## config.mk

```make
export PLATFORM = sky130hd
export DESIGN_NAME = vga_frame_writer
export DESIGN_NICKNAME = d
export VERILOG_FILES = /design/src/rtl/vga_pkg.sv /design/src/rtl/vga_raster_counter.sv /design/src/rtl/vga_frame_writer.sv
export SDC_FILE = /design/constraint.sdc
export NUM_CORES = 1
export LEC_CHECK = 0
export ABC_AREA = 1
export CORE_MARGIN = 2
export CORE_UTILIZATION = 52
export DETAILED_ROUTE_END_ITERATION = 7
export GPL_ROUTABILITY_DRIVEN = 0
export GPL_TIMING_DRIVEN = 0
export PLACE_DENSITY = 0.8
export SYNTH_ARGS = -nofsm -noshare
export SYNTH_HDL_FRONTEND = slang
export SYNTH_SLANG_ARGS = --single-unit
```

## constraint.sdc

```tcl
create_clock -name clk -period 3.7 [get_ports clk]
set_input_delay 1.11 -clock clk [delete_from_list [all_inputs] [get_ports clk]]
set_output_delay 1.11 -clock clk [all_outputs]
set_load 0.01 [all_outputs]
```

## src/rtl/vga_pkg.sv

```systemverilog
// rtl/vga_pkg.sv - shared VGA frame constants and writer state encoding
package vga_pkg;

  localparam int H_ACTIVE_DEF     = 640;
  localparam int V_ACTIVE_DEF     = 480;
  localparam int ADDR_W_DEF       = 20;
  localparam int PIXEL_W_DEF      = 24;
  localparam int FRAME_PIXELS_DEF = H_ACTIVE_DEF * V_ACTIVE_DEF;

  typedef enum logic [1:0] {
    ST_IDLE   = 2'd0,
    ST_STREAM = 2'd1,
    ST_FILL   = 2'd2
  } writer_state_t;

  function automatic int frame_pixels(input int h_active, input int v_active);
    return h_active * v_active;
  endfunction

endpackage

```

## src/rtl/vga_raster_counter.sv

```systemverilog
// rtl/vga_raster_counter.sv - raster x/y and linear address counter with last-pixel flag
module vga_raster_counter
  import vga_pkg::*;
#(
  parameter int H_ACTIVE = H_ACTIVE_DEF,
  parameter int V_ACTIVE = V_ACTIVE_DEF,
  parameter int ADDR_W   = ADDR_W_DEF,
  parameter int XW       = $clog2(H_ACTIVE + 1),
  parameter int YW       = $clog2(V_ACTIVE + 1)
) (
  input  logic              clk,
  input  logic              reset_n,
  input  logic              clear,
  input  logic              enable,
  output logic [XW-1:0]     x,
  output logic [YW-1:0]     y,
  output logic [ADDR_W-1:0] address,
  output logic              last
);

  logic [XW-1:0]     base_x, next_x;
  logic [YW-1:0]     base_y, next_y;
  logic [ADDR_W-1:0] base_a, next_a;
  logic              base_last;

  // clear and enable together step to the pixel just after (0,0)
  always_comb begin
    base_x    = clear ? '0 : x;
    base_y    = clear ? '0 : y;
    base_a    = clear ? '0 : address;
    base_last = (base_x == XW'(H_ACTIVE - 1)) && (base_y == YW'(V_ACTIVE - 1));
    next_x    = base_x;
    next_y    = base_y;
    next_a    = base_a;
    if (enable) begin
      if (base_x == XW'(H_ACTIVE - 1)) begin
        next_x = '0;
        next_y = (base_y == YW'(V_ACTIVE - 1)) ? '0 : base_y + YW'(1);
      end else begin
        next_x = base_x + XW'(1);
      end
      next_a = base_last ? '0 : base_a + ADDR_W'(1);
    end
  end

  always_ff @(posedge clk or negedge reset_n) begin
    if (!reset_n) begin
      x       <= '0;
      y       <= '0;
      address <= '0;
    end else begin
      x       <= next_x;
      y       <= next_y;
      address <= next_a;
    end
  end

  assign last = (x == XW'(H_ACTIVE - 1)) && (y == YW'(V_ACTIVE - 1));

endmodule

```

## src/rtl/vga_frame_writer.sv

```systemverilog
// rtl/vga_frame_writer.sv - pixel stream and solid-fill writer for the frame buffer RAM
module vga_frame_writer
  import vga_pkg::*;
#(
  parameter int H_ACTIVE = H_ACTIVE_DEF,
  parameter int V_ACTIVE = V_ACTIVE_DEF,
  parameter int ADDR_W   = ADDR_W_DEF,
  parameter int PIXEL_W  = PIXEL_W_DEF
) (
  input  logic               clk,
  input  logic               reset_n,
  input  logic [PIXEL_W-1:0] in_pixel,
  input  logic               in_valid,
  input  logic               in_sof,
  output logic               in_ready,
  input  logic               fill_start,
  input  logic [PIXEL_W-1:0] fill_colour,
  output logic [ADDR_W-1:0]  write_address,
  output logic [PIXEL_W-1:0] write_data,
  output logic               write_enable,
  output logic               busy,
  output logic               frame_done,
  output logic               sof_error
);

  localparam int XW = $clog2(H_ACTIVE + 1);
  localparam int YW = $clog2(V_ACTIVE + 1);

  writer_state_t      state, state_d;
  logic               accept;
  logic               cnt_clear, cnt_enable, cnt_last;
  logic [XW-1:0]      cnt_x;
  logic [YW-1:0]      cnt_y;
  logic [ADDR_W-1:0]  cnt_address;
  logic               we_d, done_d, err_d, latch_fill;
  logic [ADDR_W-1:0]  addr_d;
  logic [PIXEL_W-1:0] data_d, fill_q;
  logic               unused_xy;

  assign accept    = in_valid && in_ready;
  assign unused_xy = ^{cnt_x, cnt_y};

  vga_raster_counter #(
    .H_ACTIVE (H_ACTIVE),
    .V_ACTIVE (V_ACTIVE),
    .ADDR_W   (ADDR_W),
    .XW       (XW),
    .YW       (YW)
  ) u_counter (
    .clk     (clk),
    .reset_n (reset_n),
    .clear   (cnt_clear),
    .enable  (cnt_enable),
    .x       (cnt_x),
    .y       (cnt_y),
    .address (cnt_address),
    .last    (cnt_last)
  );

  always_comb begin
    state_d    = state;
    cnt_clear  = 1'b0;
    cnt_enable = 1'b0;
    we_d       = 1'b0;
    addr_d     = cnt_address;
    data_d     = in_pixel;
    done_d     = 1'b0;
    err_d      = 1'b0;
    latch_fill = 1'b0;
    case (state)
      ST_IDLE: begin
        // a sof beat outranks a simultaneous fill request
        if (accept && in_sof) begin
          cnt_clear  = 1'b1;
          cnt_enable = 1'b1;
          we_d       = 1'b1;
          addr_d     = '0;
          state_d    = ST_STREAM;
        end else begin
          err_d = accept;
          if (fill_start) begin
            latch_fill = 1'b1;
            cnt_clear  = 1'b1;
            state_d    = ST_FILL;
          end
        end
      end
      ST_STREAM: begin
        if (accept) begin
          we_d       = 1'b1;
          cnt_enable = 1'b1;
          if (in_sof) begin
            err_d     = 1'b1;
            cnt_clear = 1'b1;
            addr_d    = '0;
          end else if (cnt_last) begin
            done_d  = 1'b1;
            state_d = ST_IDLE;
          end
        end
      end
      ST_FILL: begin
        we_d       = 1'b1;
        data_d     = fill_q;
        cnt_enable = 1'b1;
        if (cnt_last) begin
          done_d  = 1'b1;
          state_d = ST_IDLE;
        end
      end
      default: state_d = ST_IDLE;
    endcase
  end

  always_ff @(posedge clk or negedge reset_n) begin
    if (!reset_n) state <= ST_IDLE;
    else          state <= state_d;
  end

  always_ff @(posedge clk or negedge reset_n) begin
    if (!reset_n) begin
      in_ready      <= 1'b0;
      write_enable  <= 1'b0;
      write_address <= '0;
      write_data    <= '0;
      frame_done    <= 1'b0;
      sof_error     <= 1'b0;
      fill_q        <= '0;
    end else begin
      in_ready      <= (state_d != ST_FILL);
      write_enable  <= we_d;
      write_address <= addr_d;
      write_data    <= data_d;
      frame_done    <= done_d;
      sof_error     <= err_d;
      if (latch_fill) fill_q <= fill_colour;
    end
  end

  assign busy = (state != ST_IDLE);

endmodule
```

==> results.sh <==
export IMPL_synth_warning_count=0
export IMPL_endpoint="u_counter.address[14]"
export IMPL_core_region_area_um2=10180
export IMPL_grt_pass1_wl_um=22510
export IMPL_postSynthCellCount=621
export IMPL_ctsHoldBuffers=0
export IMPL_crit_start="in_sof"
export IMPL_worstReg2RegEnd="u_counter.address[14]"
export IMPL_start_util_pct=52.62
export IMPL_grt_pass1_vias=4848
export IMPL_cts_max_level=4
export IMPL_start_kind="primary input"
export IMPL_vias=4620
export IMPL_netlist_top_cells_area="dfrtp_1 53%, nand2_1 12%, nor2_1 5.6%, mux2_2 5.0%, inv_1 4.6%"
export IMPL_synth_distinct_cells=34
export IMPL_drv_cap=0
export IMPL_maxSlewHeadroom_pct=65.42
export IMPL_firstDrtPassIters=4
export IMPL_crit_required_ps=4120
export IMPL_r2r_start="state[0]"
export IMPL_pin_count=102
export IMPL_max_freq_mhz=288.7
export IMPL_grt_max_degree=74
export IMPL_placed_cell_area_um2=6565
export IMPL_grt_util_all_layers_pct=26.14
export IMPL_post_synth_cell_area_avg_um2=8.629
export IMPL_synth_top_area_share_pct=52.77
export IMPL_syn_nets=681
export IMPL_cts_root_buf="clkbuf_8"
export IMPL_status="completed"
export IMPL_powerDensity_nw_per_um2=669.8
export IMPL_clkSinkCount=113
export IMPL_final_cells=892
export IMPL_peakVddDrop_mv=0.4430
export IMPL_skew_ps=8.282
export IMPL_std_cell_rows=37
export IMPL_reg2reg_depth=18
export IMPL_worst_pin_slew_ps=518.7
export IMPL_worstSetupEndpointType="flop"
export IMPL_first_iter_violations=255
export IMPL_fin_area_um2=7163
export IMPL_timing_hold_violations_final=0
export IMPL_wl_um=13210
export IMPL_p_leak_nw=3.431
export IMPL_cts_tree="done"
export IMPL_numCtsBuffers=17
export IMPL_synth_top_area_cell="dfrtp_1"
export IMPL_drc_errors=0
export IMPL_dieHeight_um=105.5
export IMPL_hp_class="flop to flop"
export IMPL_dieArea_um2=11130
export IMPL_cp_arrival_ps=3880
export IMPL_finalCritPeriodShare_pct=93.60
export IMPL_grt_overflow_total=0
export IMPL_crit_fanout=10
export IMPL_ant_nets=0
export IMPL_dp_hpwl_um=9213
export IMPL_wire_per_inst_um=14.81
export IMPL_layout_nets=803
export IMPL_holdPathStages=2
export IMPL_finalSetupViolCount=0
export IMPL_synth_area_um2=5359
export IMPL_drive_gt1_share_pct=15.87
export IMPL_diodes=0
export IMPL_port_buffers=101
export IMPL_finish_utilization_pct=70.33
export IMPL_die_w_um=105.5
export IMPL_synth_seq_cells=113
export IMPL_r2r_slack_ps=520
export IMPL_clk_path_buf_depth=2
export IMPL_clk_latency_ps=540
export IMPL_final_max_slew_viol_count=0
export IMPL_fin_crit_ps=3463
export IMPL_area_growth_pct=33.67
export IMPL_viasPerCell=5.179
export IMPL_clk_pin_slew_ps=60
export IMPL_worstSetupPathType="primary input to flop"
export IMPL_yosysSeqAreaShare_pct=52.77
export IMPL_grt_antenna_before_repair=0
export IMPL_dp_cells=859
synth_stat cells (all sizes together):
cell type / instances
nand2: 184
dfrtp: 113
nor2: 96
inv: 76
nand3: 34
mux2: 24
nand4: 18
a21oi: 16
buf: 13
o21ai: 12
nor3: 10
ha: 7
clkbuf: 5
xor2: 4
o31ai: 2
a211oi: 1
nand3b: 1
nor4: 1
o21a: 1
o22ai: 1
or2: 1
xnor2: 1
cells by family (layout without fill, tap and decap cells):
| group | after synthesis | in the layout | synth area share [%] |
|---|---|---|---|
| DFF | 113 | 113 | 52.77 |
| xor gates and xnor gates | 5 | 5 | 0.8171 |
| and+or+nand+nor | 345 | 345 | 29.07 |
| buffers and inverters | 94 | 229 | 7.378 |
| muxes | 24 | 24 | 5.043 |
| AOI/OAI and AO/OA | 33 | 33 | 3.292 |
| adders and majority gates | 7 | 7 | 1.634 |
critical path: stages:
cell and delay [ps]:
clkdlybuf4s50_1 480, nand3_1 170, nor2_2 80, nor2_4 220, clkbuf_4 280, clkbuf_4 240, nand2_1 110, inv_1 70
ha_1 160, inv_1 50, nor2_2 180, nand3_2 180, inv_2 110, nand2_2 110, buf_6 180, nand2_1 70
nor2_1 50
cell type report:
type / instances / area [um^2]
fill: 761 / 3022
sequential: 113 / 2828
multi-input combinational: 414 / 2148
timing repair buffer: 104 / 1051
clock buffer: 18 / 427.9
inverter: 76 / 285.3
tap: 136 / 170.2
clock inverter: 14 / 141.4
buffer: 17 / 111.4
per-stage QoR:
stage,hold WS [ps],total power [W],TNS (ps),setup WS (ps)
2_1_floorplan,443.3,0.002557,0,697.7
3_3_place_gp,451.5,0.003176,-314130,-2707
3_5_place_dp,460.9,0.003249,-11790,-463.7
4_1_cts,470.3,0.004829,0,79.91
5_1_grt,481.3,0.005063,-2.725,-2.725
6_report,474.3,0.004798,0,236.7
what timing repair did:
action                                  in CTS  in global routing
resized for setup                            0                  5
endpoints found under the setup margin       0                 25
buffers inserted                             0                  2
routing by layer:
| layer | track usage (%) | wire (um) | part of all wire [%] |
|---|---|---|---|
| met5 | 0 | 0 | 0 |
| met3 | 8.225 | 877 | 6.6 |
| met4 | 12.41 | 349 | 2.6 |
| met1 | 29.17 | 5096 | 39 |
| met2 | 45.35 | 6884 | 52 |
report_power, final:
part,internal [W],switching [W]
Clock,0.000969,0.000584
Sequential,0.00156,0.000154
Combinational,0.000680,0.000850
layout by cell type, fill, tap and decap left out, drive strengths merged, types with 12 or more instances in the layout:
| cell | count |
|---|---|
| a21oi | 16 |
| buf | 14 |
| clkbuf | 25 |
| clkdlybuf4s50 | 100 |
| dfrtp | 113 |
| inv | 76 |
| mux2 | 24 |
| nand2 | 184 |
| nand3 | 34 |
| nand4 | 18 |
| nor2 | 96 |
| o21ai | 12 |
worst min path at each step:
stage,to,startpoint,slack (ps)
global placement,write_data[6],fill_q[6],450
finish,write_data[20],fill_q[20],470
detailed placement,write_data[20],fill_q[20],460
CTS,write_data[20],fill_q[20],470
global route,write_data[4],fill_q[4],480
floorplan,write_data[0],fill_q[0],440
sequential cells by signal (all words and copies together) (netlist names):
register	count
fill_q	24
frame_done	1
in_ready	1
sof_error	1
state	2
u_counter.address	20
u_counter.x	10
u_counter.y	9
write_address	20
write_data	24
write_enable	1
Power figures use the tool's default switching activity.
==> edit (same flow settings) <==
Set the package constant `H_ACTIVE_DEF` to 320 (it was 640).
--- a/src/rtl/vga_pkg.sv
+++ b/src/rtl/vga_pkg.sv
@@ -1,7 +1,7 @@
 // rtl/vga_pkg.sv - shared VGA frame constants and writer state encoding
 package vga_pkg;
 
-  localparam int H_ACTIVE_DEF     = 640;
+  localparam int H_ACTIVE_DEF     = 320;
   localparam int V_ACTIVE_DEF     = 480;
   localparam int ADDR_W_DEF       = 20;
   localparam int PIXEL_W_DEF      = 24;
Formal check against the unedited RTL: no difference found for any inputs over 10 cycles, from zero or initial values and one cycle with reset_n low; that may be too few to reach the edited logic, so the function may still have changed.
==> edit against the unedited design <==
Power is 21% lower. Synthesized cell count shrank 3.4%. Wire length decreased by 11%. Design area decreased by 7.3%. Clock skew is 0.0061 ns higher. Register-to-register slack improved by 0.12 ns. Worst setup slack worse by 0.034 ns. Area after synthesis shrank 2.5%. Sequential cell count shrank 1. Via count fell by 7.7%. Combinational power shrank 4%. Critical path type unchanged. Critical endpoint is now u_counter.address[18]. Highest routed layer unchanged.
==> edit: results (changes against the unedited design) <==
[finish]
clk_share=0.02639  ; -0.05309
layout.nonclk_buf_frac=0.1732  ; +0.01096
register_area_um2=2803  ; -0.88%
multi_input_area_share=0.3146  ; +0.01470
drive_gt1_frac=0.1266  ; -0.03217
nMultiInputCombCells=403  ; -2.7%
fill_cells=752  ; -1.2%
fin_area_um2=6638  ; -7.3%
seq_cells=112  ; -0.88%
layout.nets=775  ; -3.5%
n_all_inverters=68  ; -11%
nClkBuffers=9  ; -9

[worst_setup_path]
reg2regPathDepth=19  ; +1
rrSetupSlack_ns=0.64  ; +0.12 ns
crit_family=simple AND/OR/NAND/NOR gates
r2r-end=u_counter.address[18]
crit_arrival_ns=3.76  ; -0.12 ns
startpoint=in_valid

[clock_network]
clk_pin_slew_ns=0.11  ; +0.05 ns
clockBufferDepth=2  ; unchanged
insertion_delay_ns=0.37  ; -0.17 ns
cts_max_level=3  ; -1

[logic_synthesis]
yosys.area_share.xor_xnor=0.01340  ; +0.005232
synth_compound_area_frac=0.03399  ; +0.001067
synth_nets=660  ; -3.1%
ys_top_cells_by_count=171 x nand2_1, 112 x dfrtp_1, 84 x nor2_1, 66 x inv_1, 32 x nand3_1
synthMuxAreaShare=0.05170  ; +0.001267
synth_adder_area_share=0.01675  ; +0.0004107
synth_area_leaders=dfrtp_1 54%, nand2_1 12%, nor2_1 6.0%
yosysTopAreaCellShare=0.5361  ; +0.008474
ys_seq_area_frac=0.5361  ; +0.008474

[sta]
worst_pin_slew_ns=0.8585  ; +0.3399 ns
skew_ns=0.01436  ; +0.006073 ns

[detailed_routing]
viasPerCell=5.004  ; -3.4%
drt_first_pass_iters=6  ; +2
drtIter0Drc=200  ; -22%
wl_per_cell_um=13.78  ; -7.0%
routed-via-count=4263  ; -7.7%

[placed_design]
place_area_um2=6422  ; -2.2%
post-place-cells=835  ; -2.8%
dp_hpwl_mm=8.848  ; -4.0%
dp_slack_ns=-0.5180  ; -0.05426 ns

[power_and_ir_drop]
p_leak_nw=3.178  ; -7.4%
ir_drop_mv=0.2538  ; -43%

[floorplanning]
rows=36  ; -2.7%

[global_route]
grt_max_degree=71  ; -4.1%
grt_pass1_wl_mm=19.87  ; -12%
grt.total_usage=0.2270  ; -0.03446

[worst_hold_path]
hold_depth=2  ; unchanged
hold_class=register to register

[status]
status=completed

edit: changes by cell type after synthesis, moves of 3 or more:
cell / delta
nor2_1: +4
inv_2: -9
nand4_1: -12
nor3_1: -4
a21oi_1: -3
o21ai_0: +5
nand2_2: -4
nor2_4: -3
xor2_1: +4
edit: what timing repair did:
action | CTS | global route
hold buffers | 0 | 0
buffers inserted | 0 | 3
pin swaps | 0 | 2
resized for setup | 2 | 5
endpoints found under the setup margin | 16 | 15
edit: routing by layer:
metal	global-route usage	part of all wire	vias up
met3	0.04386	0.051	21
li1	-	-	2088
met5	0	0	-
met4	0.08398	0.018	0
met1	0.2962	0.46	2013
met2	0.3777	0.47	141
edit: power by group:
part,leakage [nW],switching [mW],internal (mW)
clock,0.0920,0.419,0.253
combinational,1.64,0.789,0.678
sequential,1.45,0.135,1.54
